### src/rtl/split_beta.sv
// split_beta: accepts one 32-bit word, subtracts BIAS, and serializes the
// result as eight 4-bit nibbles, least significant nibble first, over a
// valid/ready output channel. The last nibble can overlap acceptance of the
// next word so back-to-back words stream with no bubble.
module split_beta #(
    parameter logic [31:0] BIAS = 32'h9
) (
    input  logic        clock,
    input  logic        reset,
    input  logic        in_valid,
    output logic        in_ready,
    input  logic [31:0] in_data,
    output logic        out_valid,
    input  logic        out_ready,
    output logic [3:0]  out_data,
    output logic [2:0]  out_idx,
    output logic        out_last
);

    typedef enum logic [0:0] {
        IDLE  = 1'b0,
        SHIFT = 1'b1
    } state_t;

    state_t      state_r;
    state_t      state_nxt_s;
    logic [31:0] sr_r;
    logic [31:0] sr_nxt_s;
    logic [2:0]  cnt_r;
    logic [2:0]  cnt_nxt_s;
    logic        in_ready_s;
    logic        out_valid_s;
    logic        last_s;
    logic [31:0] biased_s;

    assign biased_s = in_data - BIAS;   // borrow out of bit 31 is dropped
    assign last_s   = (cnt_r == 3'd7);

    // Next-state, shift-register and handshake decode
    always_comb begin
        state_nxt_s = state_r;
        sr_nxt_s    = sr_r;
        cnt_nxt_s   = cnt_r;
        in_ready_s  = 1'b0;
        out_valid_s = 1'b0;
        case (state_r)
            IDLE: begin
                in_ready_s = 1'b1;
                if (in_valid) begin
                    sr_nxt_s    = biased_s;
                    cnt_nxt_s   = 3'd0;
                    state_nxt_s = SHIFT;
                end else begin
                    state_nxt_s = IDLE;
                end
            end
            SHIFT: begin
                out_valid_s = 1'b1;
                // A new word may only enter while the final nibble leaves.
                in_ready_s  = last_s && out_ready;
                if (out_ready) begin
                    if (last_s) begin
                        if (in_valid) begin
                            sr_nxt_s    = biased_s;
                            cnt_nxt_s   = 3'd0;
                            state_nxt_s = SHIFT;
                        end else begin
                            // Clear so an idle block presents zeros.
                            sr_nxt_s    = 32'h0;
                            cnt_nxt_s   = 3'd0;
                            state_nxt_s = IDLE;
                        end
                    end else begin
                        sr_nxt_s    = {4'h0, sr_r[31:4]};
                        cnt_nxt_s   = cnt_r + 3'd1;
                        state_nxt_s = SHIFT;
                    end
                end else begin
                    // Stalled: hold everything so the output stays stable.
                    state_nxt_s = SHIFT;
                end
            end
            default: begin
                sr_nxt_s    = 32'h0;
                cnt_nxt_s   = 3'd0;
                state_nxt_s = IDLE;
            end
        endcase
    end

    // State, shift register and nibble counter; reset wins over handshakes
    always_ff @(posedge clock) begin
        if (reset) begin
            state_r <= IDLE;
            sr_r    <= 32'h0;
            cnt_r   <= 3'd0;
        end else begin
            state_r <= state_nxt_s;
            sr_r    <= sr_nxt_s;
            cnt_r   <= cnt_nxt_s;
        end
    end

    assign in_ready  = in_ready_s;
    assign out_valid = out_valid_s;
    assign out_data  = sr_r[3:0];
    assign out_idx   = cnt_r;
    assign out_last  = last_s;

endmodule
### config.mk
export PLATFORM = sky130hd
export DESIGN_NAME = split_beta
export DESIGN_NICKNAME = d
export VERILOG_FILES = /design/src/rtl/split_beta.sv
export SDC_FILE = /design/constraint.sdc
export NUM_CORES = 1
export LEC_CHECK = 0
export ABC_AREA = 1
export BUFFER_PORTS_ARGS = -buffer_cell sky130_fd_sc_hd__buf_4
export CAP_MARGIN = 20
export CORE_MARGIN = 2
export CORE_UTILIZATION = 57
export DETAILED_ROUTE_END_ITERATION = 6
export PLACE_DENSITY = 0.91
export SLEW_MARGIN = 5
export SYNTH_ARGS = -nofsm -noshare
export SYNTH_HDL_FRONTEND = slang
export SYNTH_SLANG_ARGS = --single-unit
### constraint.sdc
create_clock -name clock -period 1.8 [get_ports clock]
set_clock_uncertainty 0.1 [all_clocks]
set_input_delay 0.45 -clock clock [delete_from_list [all_inputs] [get_ports clock]]
set_output_delay 0.45 -clock clock [all_outputs]
set_load 0.01 [all_outputs]
# Word-level counts from Yosys, hierarchy flattened

Index checks and enable logic that the tools add are counted.

Register bits: 36
Input bits: 36
Word-level logic and storage cells: 26

Add/sub/neg operators: 2
Equal/unequal tests: 3
Mux-type cells: 15
Bitwise gates (word level): 1
Reductions and logical operators: 2

Operators with widths:

| kind                                                | number |
|---|---|
| two-way mux 32 bit                                  | 4 |
| one-hot mux 32 bit (2 select lines)                 | 1 |
| subtractor 32 x 4 -> 32 bit (second input constant) | 1 |
| two-way mux 3 bit                                   | 3 |
| one-hot mux 3 bit (2 select lines)                  | 1 |
| two-way mux 1 bit                                   | 4 |
| inequality test 2 bit (second input constant)       | 2 |
| one-hot mux 1 bit (2 select lines)                  | 2 |
| adder 3 x 1 -> 3 bit (second input constant)        | 1 |
| equality test 3 bit (second input constant)         | 1 |
| AND reduction 2 bit                                 | 1 |
| logical AND 1 bit                                   | 1 |
| inverter 1 bit                                      | 1 |

# Longest topological paths before layout

Depth after elaboration: 5
Mapped depth: 11
Mapped depth without buffers: 11

# Worst setup path before layout

Ideal clock, no wire load.

Path kind: register to register
Start point: register cnt_r[0] (netlist: out_idx[0])
End point: register sr_r[7]
Arrival: 1,512 ps
Data required time: 1,626 ps
Path slack: 114 ps
Cell stages (with the launch flop): 8
Clock period less this slack: 1,686 ps
Cell sequence: dfxtp_1 > ha_1 > ha_1 > inv_2 > o21ai_4 > buf_2 > nand3_1 > a31oi_1

Word-level cells in the longest chain between the ends: 4

RTL lines:

| item                                | line | RTL |
|---|---|---|
| start, declared                     | 29   | `logic [2:0] cnt_r;` |
| start signal, assigned              | 100  | `cnt_r <= cnt_nxt_s;` |
| equality test 3 bit                 | 37   | `assign last_s = (cnt_r == 3'd7);` |
| net out_last                        | 17   | `output logic out_last` |
| two-way mux 32 bit                  | 62   | `if (last_s) begin` |
| two-way mux 32 bit                  | 61   | `if (out_ready) begin` |
| one-hot mux 32 bit (2 select lines) | 46   | `case (state_r)` |
| end signal, assigned                | 99   | `sr_r <= sr_nxt_s;` |
| end, declared                       | 27   | `logic [31:0] sr_r;` |

The timed path passes the listed nets, and every way through them passes these cells. The select of a mux whose other input is x is not followed.
A chain may end at the register's enable or synchronous reset.

# Worst setup path in the final report

Start point: register cnt_r[0] (netlist: out_idx[0])
End point: output in_ready

Word-level cells in the longest chain between the ends: 3

RTL lines:

| item                               | line | RTL |
|---|---|---|
| equality test 3 bit                | 37   |  |
| logical AND 1 bit                  | 60   | `in_ready_s = last_s && out_ready;` |
| one-hot mux 1 bit (2 select lines) | 46   |  |
| end, declared                      | 11   | `output logic in_ready,` |

Every way passes these cells.

==> results by group <==
Global route
  – First-pass GRT wire length: about 12 mm
  – Total congestion overflow: 0
  – GRT Resource Usage Total: 28.4%
  – Vias in the first global route: 2795
  – Initial antenna violation count: 0
  – Largest net degree at the start of global routing: 41

Place
  – PortBufs: 45
  – Routability-driven placement congestion ratio: between 0.9 and 1
  – Placed cell count: 567
  – Dpl cell area: 3180 µm²
  – Hpwl dp: roughly 5.7 mm

Synthesis
  – Synthesized cell area: around 2800 µm²
  – Seq/Total Area, Yosys: 25.9%
  – Yosys warns: 0
  – Ranking of synthesized cells by area: dfxtp_1, nand2_1, nand3_1
  – Synth cell types: 30
  – Area leader, netlist: dfxtp_1
  – Post-synthesis register bit count: 36
  – Yosys top cell area share: 25.9%
  – Mapped Cells: 465
  – Syn Area/Cell: 5.97 µm²
  – Post-Syn Nets: 504

STA
  – Min Tclk post-route: 1.79 ns
  – Period Utilization, post-route: 99.3%
  – Slew @ Worst Pin: 0.313 ns
  – F_max: around 0.56 GHz
  – Max-slew headroom: 79.1%
  – Slew Limit Fails: 0
  – RSZ-0062 raised after global routing: yes
  – WHS: 0.295 ns
  – Final Hold Vio Count: 0
  – Final setup viols: 0

Final layout
  – Most common cell after layout, fill and taps aside: nand2_1
  – Design area: 3350 µm²
  – Nets: 550
  – Synthesis-to-layout area growth: 20.7%
  – Non-filler instance count after layout: 579
  – Most frequent cells in the layout: nand2_1, inv_1, buf_4, nand3_1, nor2_1
  – Inserted Diodes: 0
  – Layout cells sized above 1: roughly a quarter

Setup path
  – Reg2reg setup slack: 0.17 ns
  – CP bufs+invs: 2
  – Crit-path cells: ha_4 > ha_4 > a21oi_4 > inv_2 > buf_6
  – Critical-path top delay cell: dfxtp_2
  – CP Depth: 5
  – CP endpoint kind: primary output
  – Crit path required time: 1.25 ns
  – Most frequent CP cell: ha_4
  – Startpoint types: flop
  – Crit path from: out_idx[0]
  – Crit path arrival time: 1.24 ns
  – R2R Path Start: out_idx[0]
  – Worst path max stage delay: approximately 0.34 ns
  – Crit path max fanout: 3
  – Worst Reg-to-Reg Cells: 8
  – CP delay by family, top: flip-flops
  – Crit path kind: flop to primary output
  – Critical R2R Capture: sr_r[0]
  – Critical path destination: in_ready

Detailed routing
  – Post-DR vias/cell: about 5.3
  – Mean routed wirelength per cell: 12.7 µm
  – DR vias: 3096
  – Post-route ant nets: 0
  – Drt total wl: 7.36 mm
  – Starting DRT DRC Count: 257
  – Pre-antenna DRT Iters: 5
  – # DRC: 0

Floorplan
  – # rows: 25
  – Die height: 73.8 µm
  – Die W: 73.8 µm
  – Ports: between 40 and 50
  – Core ar.: roughly 4700 µm²
  – Die ar.: ~5400 µm²
  – Initial Utilization: 58.8%

Clock network
  – Clock transition at path regs: 0.07 ns
  – Post-CTS Hold Fix Bufs: 0
  – Clock sinks: 36
  – Clock Latency Late Sink: 0.29 ns
  – Clock root buffer: clkbuf_8
  – CTS H-tree lvls: 2
  – Clock Tree Buf Depth: 2
  – CTS Buf Count: 5
  – CTS tree: built

Pwr
  – Clock power share: between 20% and 30%
  – Total power: slightly above 0.002 W
  – Worst VDD drop: 386 µV
  – Reg power frac: 44.3%
  – P_int: 0.00139 W
  – Power Dens Cells: slightly above 600 nW/µm²
  – P_sw: 0.000648 W
  – Leak Pwr: 1.60 nW
  – Sw Share: 31.8%
  – Logic gate share of total power: a little over a quarter

Status
  – Outcome: completed

Flow run
  – Max Cap Viol: 0

Min path
  – Worst Hold Class: input port to flop
[final cells by class]
class,instances,area (µm²)
inverters,71,267
clock buffers,7,86.3
repair buffers,58,464
clock inverters,1,7.51
multi-input cells,339,1720
flip-flops and latches,36,724
fillers,390,1370
well taps,67,83.8
[synthesized netlist by cell type]
library cell / count
buf_6: 2
nor2_1: 36
nand2_4: 2
o21ai_1: 2
and2_1: 2
a221oi_1: 3
o21ai_2: 1
inv_2: 14
nand4_1: 3
o21ai_4: 1
ha_1: 3
a21oi_4: 1
dfxtp_1: 36
o21ai_0: 32
nor2_2: 19
nor2_4: 4
a21oi_2: 3
a31oi_1: 10
nand2_2: 8
nor3_2: 1
clkbuf_2: 1
xor2_1: 5
buf_2: 6
clkbuf_1: 5
inv_1: 57
buf_4: 5
nand3_1: 51
a21oi_1: 21
o21bai_1: 1
nand2_1: 130
[state kept, by name, indices dropped and copies added (netlist names)]
signal and count:
state_r 1, sr_r 32, out_idx 3
[layer usage]
metal  routed length, µm  vias up  track usage [%]
met5                   0        -                0
met4                 139        0             9.70
met3                 453       18             4.80
met2                3520      105             48.7
met1                3250     1408             35.7
li1                    -     1565                -
[how the worst min path moves through the flow]
stage	from	end	slack, ns	depth (start not counted)
floorplan	sr_r[28]	sr_r[28]	0.35	2
global placement	sr_r[28]	sr_r[28]	0.36	2
detailed placement	sr_r[31]	sr_r[31]	0.36	2
CTS	reset	sr_r[29]	0.29	2
global route	reset	sr_r[29]	0.30	2
finish	reset	sr_r[29]	0.30	2
[kinds of logic after synthesis]
kind of cell / Yosys count / share of synthesized area (%)
and+or+nand+nor: 256 / 41.6
adders and majority gates: 3 / 1.35
AOI/OAI and AO/OA: 75 / 15.8
DFF: 36 / 25.9
buffers and inverters: 90 / 13.7
xor gates and xnor gates: 5 / 1.58
[through the flow]
stage	setup TNS, ns	utilization, %	worst slack, ns
finish	0	71.0	0.0125
global route	-0.0346	71.0	-0.0346
CTS	-0.0207	70.5	-0.0207
detailed placement	-0.0345	67.3	-0.0244
global placement	0	67.3	0.0352
floorplan	0	-	0.114
[power groups by stage]
stage | Sequential [W] | Clock [W] | Combinational [W]
5_1_grt | 0.000910 | 0.000637 | 0.000592
6_report | 0.000904 | 0.000602 | 0.000534
3_5_place_dp | 0.000918 | 0 | 0.000513
4_1_cts | 0.000902 | 0.000606 | 0.000521
2_1_floorplan | 0.000909 | 0 | 0.000333
3_3_place_gp | 0.000915 | 0 | 0.000501
[timing repair]
action,4_1_cts,5_1_grt
endpoints found under the setup margin,1,2
endpoints found under the hold margin,0,0
resized for setup,8,4
pin swaps,2,1
setup buffers,3,1
Power figures use the tool's default switching activity.
